==> src/rtl/axi_atop_r_inject_arb_if.sv <==
// AXI R channel bundle used on both sides of the ATOP R-injection arbiter.
// The master side drives the beat and the slave side returns ready.
interface axi_atop_r_inject_arb_if #(
    parameter int AXI_ID_WIDTH   = 4,
    parameter int AXI_DATA_WIDTH = 64,
    parameter int AXI_USER_WIDTH = 2
);
    logic                      valid;
    logic                      ready;
    logic [AXI_ID_WIDTH-1:0]   id;
    logic [AXI_DATA_WIDTH-1:0] data;
    logic [1:0]                resp;
    logic                      last;
    logic [AXI_USER_WIDTH-1:0] user;

    modport master (output valid, id, data, resp, last, user, input ready);
    modport slave  (input valid, id, data, resp, last, user, output ready);
endinterface

==> src/rtl/axi_atop_r_inject_arb.sv <==
// Merges downstream R bursts with locally injected SLVERR bursts for rejected ATOPs.
// Bursts are never interleaved; the two sources alternate at burst granularity.
module axi_atop_r_inject_arb #(
    parameter int AXI_ID_WIDTH   = 4,
    parameter int AXI_DATA_WIDTH = 64,
    parameter int AXI_USER_WIDTH = 2,
    parameter int INJ_DEPTH      = 4
) (
    input  logic                    clk_i,
    input  logic                    rst_ni,
    input  logic                    inj_valid_i,
    output logic                    inj_ready_o,
    input  logic [AXI_ID_WIDTH-1:0] inj_id_i,
    input  logic [7:0]              inj_len_i,
    axi_atop_r_inject_arb_if.slave  dn_r,
    axi_atop_r_inject_arb_if.master up_r,
    output logic                    busy_o
);
    localparam int PTR_W = (INJ_DEPTH > 1) ? $clog2(INJ_DEPTH) : 1;
    localparam int CNT_W = $clog2(INJ_DEPTH + 1);

    typedef enum logic [1:0] {IDLE, FWD, INJ} state_e;

    state_e                  state_q, state_d;
    logic                    prio_q, prio_d;
    logic [7:0]              beat_cnt_q, beat_cnt_d;
    logic [PTR_W-1:0]        wr_ptr_q, wr_ptr_d, rd_ptr_q, rd_ptr_d;
    logic [CNT_W-1:0]        count_q, count_d;
    logic [AXI_ID_WIDTH-1:0] mem_id_q [INJ_DEPTH];
    logic [7:0]              mem_len_q [INJ_DEPTH];

    logic sel_dn, sel_inj, full, empty, push, pop, hs, done;
    logic [AXI_ID_WIDTH-1:0] head_id;
    logic [7:0]              head_len;

    function automatic logic [PTR_W-1:0] ptr_inc(input logic [PTR_W-1:0] p);
        ptr_inc = (p == PTR_W'(INJ_DEPTH - 1)) ? '0 : p + PTR_W'(1);
    endfunction

    assign full     = (count_q == CNT_W'(INJ_DEPTH));
    assign empty    = (count_q == '0);
    assign head_id  = mem_id_q[rd_ptr_q];
    assign head_len = mem_len_q[rd_ptr_q];

    // Grant: locked while a burst is open, otherwise alternate on prio when both compete.
    always_comb begin
        sel_dn  = 1'b0;
        sel_inj = 1'b0;
        unique case (state_q)
            IDLE: begin
                if (dn_r.valid && !empty) begin
                    sel_inj = prio_q;
                    sel_dn  = !prio_q;
                end else if (dn_r.valid) begin
                    sel_dn = 1'b1;
                end else if (!empty) begin
                    sel_inj = 1'b1;
                end
            end
            FWD:     sel_dn  = 1'b1;
            INJ:     sel_inj = 1'b1;
            default: ;
        endcase
        // Outputs must read idle/zero while reset is asserted, independent of inputs.
        if (!rst_ni) begin
            sel_dn  = 1'b0;
            sel_inj = 1'b0;
        end
    end

    always_comb begin
        up_r.valid = 1'b0;
        up_r.id    = '0;
        up_r.data  = '0;
        up_r.resp  = 2'b00;
        up_r.last  = 1'b0;
        up_r.user  = '0;
        dn_r.ready = 1'b0;
        if (sel_dn) begin
            up_r.valid = dn_r.valid;
            up_r.id    = dn_r.id;
            up_r.data  = dn_r.data;
            up_r.resp  = dn_r.resp;
            up_r.last  = dn_r.last;
            up_r.user  = dn_r.user;
            dn_r.ready = up_r.ready;
        end else if (sel_inj) begin
            up_r.valid = 1'b1;
            up_r.id    = head_id;
            up_r.resp  = 2'b10;
            up_r.last  = (beat_cnt_q == head_len);
        end
    end

    assign hs          = up_r.valid && up_r.ready;
    assign done        = hs && up_r.last;
    assign inj_ready_o = rst_ni && !full;
    assign push        = inj_valid_i && inj_ready_o;
    assign pop         = sel_inj && done;
    assign busy_o      = (state_q != IDLE) || !empty;

    always_comb begin
        state_d    = state_q;
        prio_d     = prio_q;
        beat_cnt_d = beat_cnt_q;
        wr_ptr_d   = wr_ptr_q;
        rd_ptr_d   = rd_ptr_q;
        count_d    = count_q;
        if (sel_dn)  state_d = FWD;
        if (sel_inj) state_d = INJ;
        // A single-beat burst that completes on grant never leaves IDLE.
        if (done) begin
            state_d = IDLE;
            prio_d  = sel_dn;
        end
        if (sel_inj && hs) beat_cnt_d = up_r.last ? 8'd0 : beat_cnt_q + 8'd1;
        if (push) wr_ptr_d = ptr_inc(wr_ptr_q);
        if (pop)  rd_ptr_d = ptr_inc(rd_ptr_q);
        if (push && !pop)      count_d = count_q + CNT_W'(1);
        else if (pop && !push) count_d = count_q - CNT_W'(1);
    end

    always_ff @(posedge clk_i or negedge rst_ni) begin
        if (!rst_ni) begin
            state_q    <= IDLE;
            prio_q     <= 1'b0;
            beat_cnt_q <= 8'd0;
            wr_ptr_q   <= '0;
            rd_ptr_q   <= '0;
            count_q    <= '0;
        end else begin
            state_q    <= state_d;
            prio_q     <= prio_d;
            beat_cnt_q <= beat_cnt_d;
            wr_ptr_q   <= wr_ptr_d;
            rd_ptr_q   <= rd_ptr_d;
            count_q    <= count_d;
        end
    end

    always_ff @(posedge clk_i) begin
        if (push) begin
            mem_id_q[wr_ptr_q]  <= inj_id_i;
            mem_len_q[wr_ptr_q] <= inj_len_i;
        end
    end
endmodule

==> src/flat_wrapper.sv <==
// flat-port wrapper written by rule: the top's interface ports become plain ports
module axi_atop_r_inject_arb_flat 
#(
    parameter int AXI_ID_WIDTH   = 4,
    parameter int AXI_DATA_WIDTH = 64,
    parameter int AXI_USER_WIDTH = 2,
    parameter int INJ_DEPTH      = 4
)
  (clk_i, rst_ni, inj_valid_i, inj_ready_o, inj_id_i, inj_len_i, busy_o, dn_r_valid, dn_r_id, dn_r_data, dn_r_resp, dn_r_last, dn_r_user, dn_r_ready, up_r_valid, up_r_id, up_r_data, up_r_resp, up_r_last, up_r_user, up_r_ready);
  axi_atop_r_inject_arb_if #(.AXI_ID_WIDTH(AXI_ID_WIDTH), .AXI_DATA_WIDTH(AXI_DATA_WIDTH), .AXI_USER_WIDTH(AXI_USER_WIDTH)) dn_r_i ();
  axi_atop_r_inject_arb_if #(.AXI_ID_WIDTH(AXI_ID_WIDTH), .AXI_DATA_WIDTH(AXI_DATA_WIDTH), .AXI_USER_WIDTH(AXI_USER_WIDTH)) up_r_i ();
  input  logic clk_i;
  input  logic rst_ni;
  input  logic inj_valid_i;
  output logic inj_ready_o;
  input  logic [AXI_ID_WIDTH-1:0] inj_id_i;
  input  logic [7:0] inj_len_i;
  output logic busy_o;
  input wire logic [$bits(dn_r_i.valid)-1:0] dn_r_valid;
  input wire logic [$bits(dn_r_i.id)-1:0] dn_r_id;
  input wire logic [$bits(dn_r_i.data)-1:0] dn_r_data;
  input wire logic [$bits(dn_r_i.resp)-1:0] dn_r_resp;
  input wire logic [$bits(dn_r_i.last)-1:0] dn_r_last;
  input wire logic [$bits(dn_r_i.user)-1:0] dn_r_user;
  output wire logic [$bits(dn_r_i.ready)-1:0] dn_r_ready;
  output wire logic [$bits(up_r_i.valid)-1:0] up_r_valid;
  output wire logic [$bits(up_r_i.id)-1:0] up_r_id;
  output wire logic [$bits(up_r_i.data)-1:0] up_r_data;
  output wire logic [$bits(up_r_i.resp)-1:0] up_r_resp;
  output wire logic [$bits(up_r_i.last)-1:0] up_r_last;
  output wire logic [$bits(up_r_i.user)-1:0] up_r_user;
  input wire logic [$bits(up_r_i.ready)-1:0] up_r_ready;
  assign dn_r_i.valid = dn_r_valid;
  assign dn_r_i.id = dn_r_id;
  assign dn_r_i.data = dn_r_data;
  assign dn_r_i.resp = dn_r_resp;
  assign dn_r_i.last = dn_r_last;
  assign dn_r_i.user = dn_r_user;
  assign dn_r_ready = dn_r_i.ready;
  assign up_r_valid = up_r_i.valid;
  assign up_r_id = up_r_i.id;
  assign up_r_data = up_r_i.data;
  assign up_r_resp = up_r_i.resp;
  assign up_r_last = up_r_i.last;
  assign up_r_user = up_r_i.user;
  assign up_r_i.ready = up_r_ready;
  axi_atop_r_inject_arb #(.AXI_ID_WIDTH(AXI_ID_WIDTH), .AXI_DATA_WIDTH(AXI_DATA_WIDTH), .AXI_USER_WIDTH(AXI_USER_WIDTH), .INJ_DEPTH(INJ_DEPTH)) u_core (.clk_i(clk_i), .rst_ni(rst_ni), .inj_valid_i(inj_valid_i), .inj_ready_o(inj_ready_o), .inj_id_i(inj_id_i), .inj_len_i(inj_len_i), .dn_r(dn_r_i), .up_r(up_r_i), .busy_o(busy_o));
endmodule
==> config.mk <==
export PLATFORM = sky130hd
export DESIGN_NAME = axi_atop_r_inject_arb_flat
export DESIGN_NICKNAME = d
export VERILOG_FILES = /design/src/rtl/axi_atop_r_inject_arb_if.sv /design/src/rtl/axi_atop_r_inject_arb.sv /design/src/flat_wrapper.sv
export SDC_FILE = /design/constraint.sdc
export NUM_CORES = 1
export LEC_CHECK = 0
export CAP_MARGIN = 0
export CORE_MARGIN = 2
export CORE_UTILIZATION = 35
export CTS_BUF_LIST = sky130_fd_sc_hd__clkbuf_16
export DETAILED_ROUTE_END_ITERATION = 8
export HOLD_SLACK_MARGIN = 0.1
export PLACE_DENSITY = 0.75
export SYNTH_ARGS = -nofsm -noshare
export SYNTH_HDL_FRONTEND = slang
export SYNTH_SLANG_ARGS = --single-unit
==> constraint.sdc <==
create_clock -name clk_i -period 4.1 [get_ports clk_i]
set_clock_uncertainty 0.2 [all_clocks]
set_input_delay 0.615 -clock clk_i [delete_from_list [all_inputs] [get_ports clk_i]]
set_output_delay 0.615 -clock clk_i [all_outputs]
set_load 0.02 [all_outputs]
==> results of run 1 <==
==> per-stage QoR <==
step,setup slack (ns),hold slack [ns],cells,total power [mW]
floorplan,0.8862,0.1194,296,1.157
detailed placement,0.4453,0.3262,588,1.356
global placement,0.4670,0.3203,588,1.334
CTS,0.2233,0.3397,604,2.173
global route,0.04955,0.3698,604,2.262
finish,0.2529,0.3365,604,2.155
==> sequential cells by signal, summed over array words and instances, names as in the netlist <==
name	flops
u_core.beat_cnt_q	8
u_core.wr_ptr_q	2
u_core.mem_id_q	16
u_core.rd_ptr_q	2
u_core.mem_len_q	32
u_core.count_q	3
u_core.prio_q	1
u_core.state_q	2
==> synthesized netlist by cell type, types with 2 or more instances <==
library cell / count
and2_1: 69
edfxtp_1: 48
nand2_1: 19
dfrtp_1: 18
mux2i_1: 14
xnor2_1: 12
clkbuf_1: 10
ha_1: 7
a21oi_1: 6
nor2_1: 6
o21ai_0: 6
xor2_1: 6
and3_1: 5
mux4_2: 5
a22o_1: 4
inv_1: 4
nand3_1: 4
nor3_1: 4
nor3b_1: 3
nor4_2: 3
o211ai_1: 3
o21ai_1: 3
or2_2: 3
buf_6: 2
mux2_1: 2
nand2b_1: 2
nor4_1: 2
o22ai_1: 2
==> per-layer routing <==
| metal | track usage | wire length (µm) | vias up |
|---|---|---|---|
| met3 | 0.05115 | 591 | 7 |
| met2 | 0.3075 | 4846 | 102 |
| met5 | 0 | 0 | - |
| met1 | 0.2164 | 4035 | 1359 |
| li1 | - | - | 1386 |
| met4 | 0.03905 | 71 | 0 |
==> worst paths after layout <==
kind	start	end	slack [ns]	cells after the start
min reg2reg	u_core.count_q[2]$_DFFE_PN0P_	u_core.count_q[2]$_DFFE_PN0P_	0.34	1
min	u_core.count_q[2]$_DFFE_PN0P_	u_core.count_q[2]$_DFFE_PN0P_	0.34	1
min in group asynchronous	rst_ni	u_core.state_q[0]$_DFFE_PN0P_	0.39	2
max	u_core.rd_ptr_q[1]$_DFFE_PN0P_	up_r_last	0.25	7
max reg2reg	u_core.rd_ptr_q[1]$_DFFE_PN0P_	u_core.count_q[1]$_DFFE_PN0P_	0.65	11
max in group asynchronous	rst_ni	u_core.beat_cnt_q[2]$_DFFE_PN0P_	2.90	3
==> logic make-up after synthesis <==
logic type | after synthesis
buffers and inverters | 20
adders and majority gates | 8
DFF | 66
and+or+nand+nor | 128
AOI/OAI and AO/OA | 33
xor gates and xnor gates | 18
muxes | 23
==> cell type report <==
class	count	area (µm²)
Timing Repair Buffer	175	1729
Inverter	4	15.01
Clock inverter	7	92.59
Tap cell	133	166.4
Clock buffer	9	225.2
Multi-Input combinational cell	210	1572
Sequential cell	66	1892
Fill cell	837	4128
==> power by group through the flow <==
stage	Sequential, mW	Clock [mW]	Combinational [mW]
after CTS	0.901	0.826	0.446
final	0.900	0.816	0.438
after global routing	0.914	0.856	0.492
after floorplan	0.877	0	0.280
after global placement	0.906	0	0.428
after detailed placement	0.912	0	0.444
==> flow_summary.yaml, run 1 <==
run_status:
  run_status: "finished clean"
critical_path:
  slowest_stage: "clkdlybuf4s50_1"
  crit_path_end_kind: "output pin"
  worst-path-buf-inv: 2
  required_ns: 3.28
  critical_path.max_fanout: 10
  worstPathArrival_ns: 3.03
  path_cells: "buf_4, mux2i_1, xnor2_1, nor4_2, mux2i_2, o21ai_4, clkdlybuf4s50_1"
  startpoint_type: "flop"
  crit_type: "reg2out"
  slowest_delay_ns: 0.68
  path_delay_family: "buffers and inverters"
power_and_ir_drop:
  p_leak_nw: 2.084
  seq_power_share: 0.418
  pwr-share-comb: 0.203
  ir_worst_vdd_uv: 299.2
  switching_share: 0.2664
  internal-power_mw: 1.581
  power.switching_uw: 574.3
  power_density_nw_per_um2: 378.7
  p_clk_frac: 0.379
flow_run:
  cap_violations: 0
clocking:
  clk_path_buf_depth: 2
  htreeDepth: 3
  postCtsHoldBufs: 0
  clk_latency_ns: 0.33
  numCtsBuffers: 9
  cts_tree: "yes"
  clk_pin_slew_ns: 0.06
  clock_sinks: 66
  root_buffer: "clkbuf_16"
  cts_setup_buffers: 0
  ctsResizeCount: 0
yosys:
  synth_edf_count: 48
  mappedNetlistNets: 394
  synth_top_area_share: 0.4055
  yosys-top-cells-area: "edfxtp_1 41%, dfrtp_1 13%, and2_1 12%, mux2i_1 3.9%, mux4_2 3.2%"
  synth_top_family_by_area: "simple AND/OR/NAND/NOR gates"
  syn_inst: 296
  synthAdderAreaFrac: 0.03027
  ys_seq_area_frac: 0.5322
  ys.flop_type: "edfxtp_1"
  syn_avg_cell_area_um2: 12.01
  synth_top_cell_by_area: "edfxtp_1"
  syn_area_um2: 3555
  synth-compound-area-share: 0.06371
  yosys_warnings: 0
  synth_mux_area_frac: 0.08448
  ys_types: 52
  synth-simple-area-share: 0.2179
  ys_seq_elements: 66
  async_flop_share: 0.2727
  synthXorXnorAreaFrac: 0.04435
route:
  vias: 2854
  ant_nets: 0
  drt_iter0_drc: 133
  viasPerCell: 4.725
  routed_wl_um: 9544
  firstDrtPassIters: 4
  wire_per_inst_um: 15.80
  drc: 0
global_routing:
  grt_pass1_wl_um: 15210
  antenna_found_initial: 0
  grt_usage: 0.1765
  grt_pass1_vias: 2840
  grt-ovfl-total: 0
  grt_max_degree: 70
timing:
  final-hold-violation-count: 0
  finalCriticalPeriod_ns: 3.847
  tightest_slew_ns: 0.7028
  max_freq_mhz: 259.9
  rsz0062_at_grt: "no"
  min_period_over_period: 0.9383
  slew_viol_final: 0
  setup_tns_ns: 0
  timing.slew.headroom: 0.5315
  setup_violations: 0
floorplan:
  fp.dieH_um: 104.8
  start_util: 0.3620
  core_area_um2: 9819
  row_count: 36
  dieArea_um2: 10980
  ioPinCount: 167
  die_x_um: 104.8
worst_hold_path:
  worstHoldPathType: "reg2reg"
place:
  hpwl_um: 7245
  place.gp.congestion: 0.7715
  port_buffers: 166
  place_area_um2: 5374
finish:
  final_common_cell: "clkdlybuf4s50_1"
  utilization: 0.5796
  nNetsFinal: 564
  layout_common_cells: "166 x clkdlybuf4s50_1, 69 x and2_1, 48 x edfxtp_1, 19 x nand2_1, 18 x dfrtp_1"
  stdcell_area_um2: 5692
  syn_to_final_growth_pct: 60.12
  drive_above_1_share: 0.08917
  diodes: 0
Note: power is estimated with default switching activity, not from simulation.
==> run 2: changes to the inputs <==
CORE_MARGIN = unset   (was 2)
DONT_BUFFER_PORTS = 1   (was unset)
PLACE_DENSITY = 0.54   (was 0.75)
==> flow_summary.yaml, run 2 (same netlist as run 1, synthesis figures left out) <==
critical_path:
  crit_path_end_kind: "flop"
  worst-path-buf-inv: 1
  slowest_stage: "dfrtp_1"
  r2r_setup_slack_ns: 0.63
  path_cells: "mux2i_1, xnor2_1, nor4_1, o21ai_2, o21ai_4, nand3_1, ha_1, inv_1, fa_1, mux2_2"
  worstPathArrival_ns: 3.49
  critical_path.max_fanout: 18
  startpoint_type: "flop"
  slowest_delay_ns: 0.88
  required_ns: 4.11
  path_delay_family: "flip-flops"
  crit_type: "reg2reg"
power_and_ir_drop:
  pwr-share-comb: 0.158
  seq_power_share: 0.434
  power_mw: 2.076
  p_leak_nw: 1.474
  p_clk_frac: 0.408
  ir_worst_vdd_uv: 426.8
  power_density_nw_per_um2: 513.5
  switching_share: 0.2752
  power.switching_uw: 571.4
  internal-power_mw: 1.505
clocking:
  clock_sinks: 66
  htreeDepth: 3
  clk_path_buf_depth: 2
  postCtsHoldBufs: 1
  clk_latency_ns: 0.33
  numCtsBuffers: 9
  cts_setup_buffers: 0
  root_buffer: "clkbuf_16"
  cts_tree: "yes"
  ctsResizeCount: 0
  clk_pin_slew_ns: 0.06
global_routing:
  grt_pass1_wl_um: 12810
  antenna_found_initial: 2
  grt_pass1_vias: 2211
  grt-ovfl-total: 0
  grt_max_degree: 55
  grt_usage: 0.1724
timing:
  timing.slew.headroom: 0.3941
  hold-worst-slack_ns: 0.1728
  setup_tns_ns: 0
  slew_viol_final: 0
  finalCriticalPeriod_ns: 3.474
  max_freq_mhz: 287.8
  min_period_over_period: 0.8473
  final-hold-violation-count: 0
  tightest_slew_ns: 0.9059
  rsz0062_at_grt: "no"
  fin_ws_ns: 0.6259
  setup_violations: 0
finish:
  nNetsFinal: 397
  top_register: "u_core.mem_len_q"
  layout_common_cells: "69 x and2_1, 48 x edfxtp_1, 19 x nand2_1, 18 x dfrtp_1, 14 x mux2i_1"
  largest_reg_flops: 32
  reg.largest.list: "u_core.mem_len_q: 32 flops, u_core.mem_id_q: 16 flops, u_core.beat_cnt_q: 8 flops"
  final_common_cell: "and2_1"
  seq_area_um2: 1892
  multi_input_area_um2: 1572
  fillerInstances: 919
  syn_to_final_growth_pct: 13.73
  drive_above_1_share: 0.1382
  stdcell_area_um2: 4043
route:
  vias: 2249
  routed_wl_um: 9060
  drc: 0
  viasPerCell: 5.123
  ant_nets: 0
  firstDrtPassIters: 4
  drt_iter0_drc: 105
  wire_per_inst_um: 20.64
floorplan:
  dieArea_um2: 10560
  ioPinCount: 167
  fp.dieH_um: 102.8
  row_count: 36
  die_x_um: 102.8
  start_util: 0.3620
  core_area_um2: 9819
worst_hold_path:
  worstHoldPathType: "in2reg"
place:
  dp_slack_ns: 0.6599
  place.gp.congestion: 0.7612
  port_buffers: 0
  place_area_um2: 3697
  hpwl_um: 6766
run_status:
  run_status: "finished clean"
flow_run:
  cap_violations: 0
## run 2: layer usage
layer | vias to the layer above | GRT usage | wire (µm)
li1 | 1053 | - | -
met4 | 0 | 0.08992 | 268
met5 | - | 0 | 0
met1 | 1059 | 0.1975 | 3420
met2 | 119 | 0.2933 | 4447
met3 | 18 | 0.04949 | 924
## run 2: power by group through the flow
stage | clock network [mW] | logic, mW | registers (mW)
final | 0.848 | 0.328 | 0.901
after global routing | 0.889 | 0.376 | 0.914
after CTS | 0.859 | 0.331 | 0.902
after detailed placement | 0 | 0.323 | 0.914
after global placement | 0 | 0.322 | 0.916
after floorplan | 0 | 0.280 | 0.877
## run 2: cell type report
type,count,share of cell area
Multi-Input combinational cell,210,0.3887
Clock buffer,9,0.05571
Inverter,4,0.003714
Clock inverter,7,0.02600
Timing Repair Buffer,8,0.01548
Antenna cell,2,0.001238
Tap cell,133,0.04116
Sequential cell,66,0.4680
## run 2: stage by stage
step	util	std cells
after detailed placement	0.3765	420
after CTS	0.4112	437
after global placement	0.3765	420
final	0.4117	439
after floorplan	-	296
after global routing	0.4117	439
## run 2: path summary, 6_finish.rpt
path	from	endpoint	cells past startpoint
hold / removal	inj_len_i[7]	u_core.mem_len_q[2][7]$_DFFE_PP_	0
setup reg to reg	u_core.rd_ptr_q[1]$_DFFE_PN0P_	u_core.count_q[1]$_DFFE_PN0P_	10
min in group asynchronous	rst_ni	u_core.wr_ptr_q[1]$_DFFE_PN0P_	1
max in group asynchronous	rst_ni	u_core.beat_cnt_q[6]$_DFFE_PN0P_	1
setup / recovery	u_core.rd_ptr_q[1]$_DFFE_PN0P_	u_core.count_q[1]$_DFFE_PN0P_	10
hold reg to reg	u_core.prio_q$_DFFE_PN0P_	u_core.prio_q$_DFFE_PN0P_	1
